<file path="src/rtl/fft_stream_framer.sv">
// ---------------------------------------------------------------------------
// fft_stream_framer
//
// Streaming adapter between a valid/ready sample source and the FFT core's
// sink/source handshake.
//
// Input side:
//   - Frames the sample stream into N = 2^LOG2N point frames.
//   - Marks the first sample of each frame with core_sink_sop.
//   - Optionally forces GAP idle cycles between frames.
//   - Stalls while the core deasserts core_sink_ena.
// Output side:
//   - Registers core results and checks sop/eop placement.
//   - Counts frames.
//   - Optionally renormalises block-floating-point results.
//
// Build option:
//   FFT_FRAMER_EXP_NORM_EN
//     defined   : results are shifted left by -core_exp (clamped to
//                 0..OUT_W-DATA_W) and m_exp is forced to 0.
//     undefined : results are sign-extended passthrough with m_exp = core_exp.
//
// Ports:
//   clk, reset                  rising-edge clock, synchronous active-high reset
//   s_valid/s_ready/s_real/s_imag
//                               upstream sample stream
//   core_sink_ena               core ready for input
//   core_sink_dav/_sop          to core
//   core_real_in/_imag_in       to core
//   core_source_ena/_sop/_eop   result strobes from core
//   core_real_out/_imag_out     result data from core
//   core_exp                    block exponent from core
//   core_source_dav             downstream ready forwarded to core
//   m_ready                     downstream ready
//   m_valid/m_sop/m_eop         result stream
//   m_real/m_imag               result components (OUT_W)
//   m_exp                       exponent as delivered
//   frames_in, frames_out       completed frame counters (wrap at 2^16)
//   err_frame, err_exp          sticky error flags
// ---------------------------------------------------------------------------
module fft_stream_framer #(
   parameter int DATA_W = 16,
   parameter int LOG2N  = 10,
   parameter int EXP_W  = 6,
   parameter int GAP    = 0,
   parameter int OUT_W  = DATA_W + LOG2N + 1
) (
   input  logic              clk,
   input  logic              reset,
   input  logic              s_valid,
   output logic              s_ready,
   input  logic [DATA_W-1:0] s_real,
   input  logic [DATA_W-1:0] s_imag,
   input  logic              core_sink_ena,
   output logic              core_sink_dav,
   output logic              core_sink_sop,
   output logic [DATA_W-1:0] core_real_in,
   output logic [DATA_W-1:0] core_imag_in,
   input  logic              core_source_ena,
   input  logic              core_source_sop,
   input  logic              core_source_eop,
   input  logic [DATA_W-1:0] core_real_out,
   input  logic [DATA_W-1:0] core_imag_out,
   input  logic [EXP_W-1:0]  core_exp,
   output logic              core_source_dav,
   input  logic              m_ready,
   output logic              m_valid,
   output logic              m_sop,
   output logic              m_eop,
   output logic [OUT_W-1:0]  m_real,
   output logic [OUT_W-1:0]  m_imag,
   output logic [EXP_W-1:0]  m_exp,
   output logic [15:0]       frames_in,
   output logic [15:0]       frames_out,
   output logic              err_frame,
   output logic              err_exp
);

   localparam logic [LOG2N-1:0] LAST     = LOG2N'((1 << LOG2N) - 1);
   localparam logic [7:0]       GAP_LAST = 8'(GAP - 1);

   typedef enum logic [1:0] {ST_IDLE, ST_FILL, ST_GAP} state_t;

   // ------------------------------------------------------------------
   // Input framing
   // ------------------------------------------------------------------
   state_t              state_q;
   logic [LOG2N-1:0]    idx_q;
   logic [7:0]          gap_cnt_q;
   logic                ena_q;
   logic                dav_q;
   logic                sop_q;
   logic [DATA_W-1:0]   re_in_q;
   logic [DATA_W-1:0]   im_in_q;
   logic [15:0]         frames_in_q;
   logic                xfer;

   assign s_ready = ena_q & (state_q != ST_GAP);
   assign xfer    = s_valid & s_ready;

   always_ff @(posedge clk) begin
      if (reset) begin
         state_q     <= ST_IDLE;
         idx_q       <= '0;
         gap_cnt_q   <= '0;
         ena_q       <= 1'b0;
         dav_q       <= 1'b0;
         sop_q       <= 1'b0;
         re_in_q     <= '0;
         im_in_q     <= '0;
         frames_in_q <= '0;
      end else begin
         ena_q <= core_sink_ena;
         dav_q <= 1'b1;
         // sop is a one-cycle strobe; data holds when nothing is accepted
         sop_q <= xfer && (idx_q == '0);
         if (xfer) begin
            re_in_q <= s_real;
            im_in_q <= s_imag;
         end
         case (state_q)
            ST_IDLE, ST_FILL: begin
               if (xfer) begin
                  state_q <= ST_FILL;
                  if (idx_q == LAST) begin
                     idx_q       <= '0;
                     frames_in_q <= frames_in_q + 16'd1;
                     if (GAP > 0) begin
                        state_q   <= ST_GAP;
                        gap_cnt_q <= '0;
                     end
                  end else begin
                     idx_q <= idx_q + LOG2N'(1);
                  end
               end
            end
            ST_GAP: begin
               // s_ready is low for exactly GAP cycles after the last sample
               if (gap_cnt_q == GAP_LAST) state_q   <= ST_FILL;
               else                       gap_cnt_q <= gap_cnt_q + 8'd1;
            end
            default: state_q <= ST_IDLE;
         endcase
      end
   end

   assign core_sink_dav = dav_q;
   assign core_sink_sop = sop_q;
   assign core_real_in  = re_in_q;
   assign core_imag_in  = im_in_q;

   // ------------------------------------------------------------------
   // Result formatting
   // ------------------------------------------------------------------
   logic [OUT_W-1:0] re_ext, im_ext;
   logic [OUT_W-1:0] re_d, im_d;
   logic [EXP_W-1:0] exp_d;
   logic             exp_bad_d;

   assign re_ext = {{(OUT_W-DATA_W){core_real_out[DATA_W-1]}}, core_real_out};
   assign im_ext = {{(OUT_W-DATA_W){core_imag_out[DATA_W-1]}}, core_imag_out};

`ifdef FFT_FRAMER_EXP_NORM_EN
   localparam int LIM = OUT_W - DATA_W;

   // one extra bit so that negating the most negative exponent cannot overflow
   logic signed [EXP_W:0] neg_exp;
   logic        [EXP_W:0] sh_d;

   assign neg_exp = -$signed({core_exp[EXP_W-1], core_exp});

   always_comb begin
      sh_d      = neg_exp;
      exp_bad_d = 1'b0;
      if (neg_exp < 0) begin
         sh_d      = '0;
         exp_bad_d = 1'b1;
      end else if (int'(neg_exp) > LIM) begin
         sh_d      = (EXP_W+1)'(LIM);
         exp_bad_d = 1'b1;
      end
   end

   assign re_d  = re_ext << sh_d;
   assign im_d  = im_ext << sh_d;
   assign exp_d = '0;
`else
   assign re_d      = re_ext;
   assign im_d      = im_ext;
   assign exp_d     = core_exp;
   assign exp_bad_d = 1'b0;
`endif

   // ------------------------------------------------------------------
   // Result register and frame integrity check
   // ------------------------------------------------------------------
   logic [LOG2N-1:0] oidx_q, oidx_eff;
   logic             m_valid_q, m_sop_q, m_eop_q;
   logic [OUT_W-1:0] m_re_q, m_im_q;
   logic [EXP_W-1:0] m_exp_q;
   logic [15:0]      frames_out_q;
   logic             err_frame_q, err_exp_q;

   // a sop always marks sample 0, so it resynchronises the index
   assign oidx_eff = core_source_sop ? '0 : oidx_q;

   always_ff @(posedge clk) begin
      if (reset) begin
         oidx_q       <= '0;
         m_valid_q    <= 1'b0;
         m_sop_q      <= 1'b0;
         m_eop_q      <= 1'b0;
         m_re_q       <= '0;
         m_im_q       <= '0;
         m_exp_q      <= '0;
         frames_out_q <= '0;
         err_frame_q  <= 1'b0;
         err_exp_q    <= 1'b0;
      end else begin
         m_valid_q <= core_source_ena;
         m_sop_q   <= core_source_ena & core_source_sop;
         m_eop_q   <= core_source_ena & core_source_eop;
         if (core_source_ena) begin
            m_re_q  <= re_d;
            m_im_q  <= im_d;
            m_exp_q <= exp_d;
            if (core_source_sop && (oidx_q != '0))   err_frame_q <= 1'b1;
            if (core_source_eop && (oidx_eff != LAST)) err_frame_q <= 1'b1;
            if (core_source_eop && (oidx_eff == LAST)) begin
               oidx_q       <= '0;
               frames_out_q <= frames_out_q + 16'd1;
            end else begin
               oidx_q <= oidx_eff + LOG2N'(1);
            end
            if (exp_bad_d) err_exp_q <= 1'b1;
         end
      end
   end

   assign core_source_dav = m_ready;
   assign m_valid    = m_valid_q;
   assign m_sop      = m_sop_q;
   assign m_eop      = m_eop_q;
   assign m_real     = m_re_q;
   assign m_imag     = m_im_q;
   assign m_exp      = m_exp_q;
   assign frames_in  = frames_in_q;
   assign frames_out = frames_out_q;
   assign err_frame  = err_frame_q;
   assign err_exp    = err_exp_q;

endmodule

</file>
<file path="config.mk">
export PLATFORM = sky130hd
export DESIGN_NAME = fft_stream_framer
export DESIGN_NICKNAME = d
export VERILOG_FILES = /design/src/rtl/fft_stream_framer.sv
export SDC_FILE = /design/constraint.sdc
export NUM_CORES = 1
export LEC_CHECK = 0
export CELL_PAD_IN_SITES_DETAIL_PLACEMENT = 1
export CELL_PAD_IN_SITES_GLOBAL_PLACEMENT = 2
export CORE_AREA = 2 2 153 155
export DETAILED_ROUTE_END_ITERATION = 10
export DIE_AREA = 0 0 155 157
export PLACE_DENSITY_LB_ADDON = 0.1
export SLEW_MARGIN = 25
export SYNTH_ARGS = -nofsm -noshare
export SYNTH_HDL_FRONTEND = slang
export SYNTH_SLANG_ARGS = --single-unit
</file>
<file path="constraint.sdc">
create_clock -name clk -period 2.4 [get_ports clk]
set_clock_uncertainty 0.05 [all_clocks]
set_input_delay 0.36 -clock clk [delete_from_list [all_inputs] [get_ports clk]]
set_output_delay 0.36 -clock clk [all_outputs]
set_load 0.05 [all_outputs]
</file>
==> results of run 1 <==
-- per-layer routing --
metal  part of all wire (%)  vias up  track usage (%)
li1                       -     2586                -
met5                      0        -                0
met3                    6.1       21             5.56
met4                    1.5        0             4.59
met1                     40     2565             15.3
met2                     53      118             27.3
-- worst register-to-register path: cells and delay by family, from the launching register on --
family / cells / cell delay [ns]
fa+ha+maj: 1 / 0.24
mux: 1 / 0.38
flops: 1 / 0.38
simple gates: 3 / 0.94
-- kinds of logic after synthesis --
| logic type | share of synthesized area (%) |
|---|---|
| AO/OA/AOI/OAI | 11.0 |
| XOR/XNOR | 1.41 |
| adder cells (fa/ha/maj) | 1.12 |
| buffers and inverters | 7.15 |
| flip-flops | 46.1 |
| multiplexers | 8.78 |
| other | 0.0670 |
| AND/OR/NAND/NOR | 24.4 |
-- through the flow --
| stage | setup slack, ns | power [uW] | std cells | cell area, sq um |
|---|---|---|---|---|
| floorplan | 0.250 | 2780 | 638 | 5600 |
| global placement | -0.104 | 3080 | 1093 | 7890 |
| detailed placement | -0.158 | 3090 | 1093 | 7890 |
| CTS | 0.0971 | 5860 | 1125 | 8500 |
| global route | 0.0237 | 5990 | 1125 | 8500 |
| finish | 0.138 | 5740 | 1125 | 8500 |
-- flip-flops by register name, indices dropped and copies added (netlist names), 6 cells and up --
| register | flops |
|---|---|
| core_imag_in | 16 |
| frames_in | 16 |
| m_imag | 16 |
| core_real_in | 16 |
| m_real | 16 |
| frames_out | 16 |
| oidx_q | 10 |
| m_exp | 6 |
| idx_q | 10 |
-- path summary, 6_finish.rpt --
kind                    from         endpoint  slack (ns)
min          core_source_ena          m_valid        0.28
min reg2reg  core_real_in[3]  core_real_in[3]        0.40
max               m_real[15]       m_real[23]        0.14
max reg2reg         idx_q[1]    frames_in[15]        0.30
-- power by group --
part	leakage [uW]	internal, uW	total, uW	switching [uW]
clock network	0.000295	1650	2710	1060
registers	0.00105	2210	2240	38.7
logic	0.00177	313	792	478
total	0.00312	4170	5740	1570
-- cell type report --
class                           count  area (sq um)
Tap cell                          285           357
Clock buffer                       18           429
Inverter                           11          41.3
Timing Repair Buffer              234          2290
Clock inverter                     14           181
Multi-Input combinational cell    434          2620
Fill cell                        2577         14000
Sequential cell                   129          2580
-- cell usage in the layout (no fill, tap or decap), drive strengths merged, types with 2 or more instances in the layout --
cell           count
nor3               9
xor2               7
nor4               8
o31ai              8
o211ai             4
o21ai              9
bufinv             3
and3               5
nand4             14
nand3             24
xnor2              2
or3                6
and4              10
or2                7
nor2b             13
nand2             92
ha                 5
or4               10
a31oi              5
a21oi             55
nand2b             2
a31o               3
clkbuf            18
dfxtp            129
nand4b             2
and2               6
inv               13
nor2              60
mux2i             39
clkdlybuf4s50    205
o41ai              6
buf               29
mux2               9
o311ai             6
clkinv             8
==> results.md, run 1 <==
Status:
- The run finished with clean final reports.

Floorplanning:
- Measured along the y axis, the die boundary spans 157 um.
- The die covers around 24000 sq um.
- The core region is 22500 sq um.
- For this design the top-level I/O count stands at 211.
- The effective utilization at floorplan is 24.9%.
- The die outline width is 155 um.
- The placement row count is 55.

Synthesis:
- The most used flip-flop cell after synthesis is sky130_fd_sc_hd__dfxtp_1.
- The share of the yosys chip area belonging to registers is 46.1%.
- When the netlist entered floorplanning its net count stood at 721.
- In the post-synthesis netlist, the biggest area contributors are sky130_fd_sc_hd__dfxtp_1 46%, sky130_fd_sc_hd__mux2i_1 7.0%, sky130_fd_sc_hd__nand2_1 6.2%.
- The post-synthesis instance area is approximately 5600 sq um.
- The commonest cells after synthesis are 129 x sky130_fd_sc_hd__dfxtp_1, 92 x sky130_fd_sc_hd__nand2_1, 60 x sky130_fd_sc_hd__nor2_1.
- The number of synthesized register bits is between 100 and 150.
- Yosys mapped a number of flops with a built-in enable equal to 0.
- The portion of synthesized cell area occupied by the leading cell type is 46.1%.
- The per-instance average area after synthesis is between 8 and 9 sq um.
- The dominant cell type by area after synthesis is sky130_fd_sc_hd__dfxtp_1.
- The most common cell in the synthesized netlist is sky130_fd_sc_hd__dfxtp_1.
- The post-synthesis instance total is 638.
- Yosys printed 0 warnings.
- The synthesized netlist contains 50 unique library cells.
- Of all flip-flops after synthesis, the portion carrying an async set or reset was 0%.

GRT:
- The total global routing track utilization is 14.7%.
- The number of global-route vias before repair is 5709.
- The largest net degree at the start of global routing is 136.
- The wire length of the first global-routing pass is approximately 29000 um.
- After global routing the overflow that remains totals 0.
- The number of antenna violations at the first check in global routing is 0.

Clock tree:
- The TritonCTS clock tree is done.
- Post-CTS repair changed the size of 0 cells.
- After clock tree synthesis, the clock-pin slew on the worst setup and hold paths is ~0.060 ns.
- The number of sinks on the clock net is about 130.
- At the later pin of the worst-skew pair, clock insertion delay measures 0.42 ns.
- The setup fix buffers added after clock tree synthesis is 0.
- The H-tree generated during clock tree synthesis spans 4 levels.
- The number of hold buffers added after CTS was 0.
- The total CTS buffers is 17.
- The maximum number of buffers from clock root to sink is 2.
- The clock tree root buffer cell is sky130_fd_sc_hd__clkbuf_16.

Power and ir drop:
- Across the VDD grid, the largest voltage drop is 0.397 mV.
- For this design the static power due to leakage is 0.00312 uW.
- The power per unit of standard cell area is 676 nW/um^2.

Worst setup path:
- The startpoint kind of the worst setup timing path is a register.
- Together, buffers and inverters on the worst path number 1.
- The depth of the most critical reg-to-reg path is 5.
- Along the worst path, the maximum fanout reaches 13.
- The critical path start-end classification is reg2out.
- The depth of the critical timing path with buffers and inverters included is 1.
- Traced cell by cell, the critical path runs through clkdlybuf4s50_1.
- The delay of the slowest cell on the worst path is just under 0.9 ns.
- The cell class contributing the biggest share of worst-path delay is buffers and inverters.
- The library cell contributing the largest single delay on the critical path is sky130_fd_sc_hd__clkdlybuf4s50_1.
- The critical path data required time is between 1.5 and 2 ns.
- The signal arrival time at the worst endpoint is 1.85 ns.
- The critical path capture point type is a primary output.

Timing:
- Setup violations remaining at the end of the flow were counted as 0.
- The post-route clock period utilization is 94.2%.
- The maximum clock frequency is approximately 440 MHz.
- Measured against its own limit, the worst slew margin works out to 56.4%.
- The number of max-slew violations in the final report was 0.
- The tightest hold path in the finished design has a slack of 0.277 ns.
- The smallest clock period supported by the final layout is computed as 2.26 ns.
- Setup repair after global routing left no endpoint under its margin.
- For the pin with the worst max-slew slack, the measured transition is 0.655 ns.
- The summed negative setup slack over all endpoints is 0 ns.
- The number of endpoints with negative hold slack in the final report is 0.

Min path:
- Along the worst hold path, the cell count comes to 2.
- The tightest min-delay check is of the in2reg type.

Drt:
- The total via count after detailed routing is 5290.
- The final layout contains routed wiring with a total length of 17700 um.
- The mean number of vias per cell is about 4.7.
- In the final routed layout, each cell accounts on average for 15.7 um.
- For this block, the initial DRC count from the detailed router was around 120.
- The count of nets left with antenna violations once routing finished came out at 0.
- Before antenna repair, the detailed router went through 4 iterations.
- The count of unresolved DRC violations after routing is 0.

Layout:
- At the end of the flow the core is filled with cells to 37.8%.
- The number of nets at the end of the flow is 910.
- The number of antenna repair diodes is 0.
- Relative to the synthesized area, the layout overhead comes to 51.8%.
- The post-route netlist has a little under a tenth of its cells at a drive strength greater than 1.

Place:
- Detailed placement ended at an HPWL of 12500 um.
- Routability-driven placement finished with a final weighted congestion of between 0.7 and 0.8.
- The number of I/O port buffers is 207.

Flow run:
- The count of max-cap constraint violations is 0.
Power figures use the tool's default switching activity.
==> inputs of run 2 (changes only) <==
--- a/config.mk
+++ b/config.mk
@@ -8,6 +8,7 @@
 export CELL_PAD_IN_SITES_DETAIL_PLACEMENT = 1
 export CELL_PAD_IN_SITES_GLOBAL_PLACEMENT = 2
 export CORE_AREA = 2 2 153 155
+export CTS_CLUSTER_SIZE = 20
 export DETAILED_ROUTE_END_ITERATION = 10
 export DIE_AREA = 0 0 155 157
 export PLACE_DENSITY_LB_ADDON = 0.1
==> results of run 2 <==
Same layout as run 1: the final DEF is identical, and so are final timing and power.
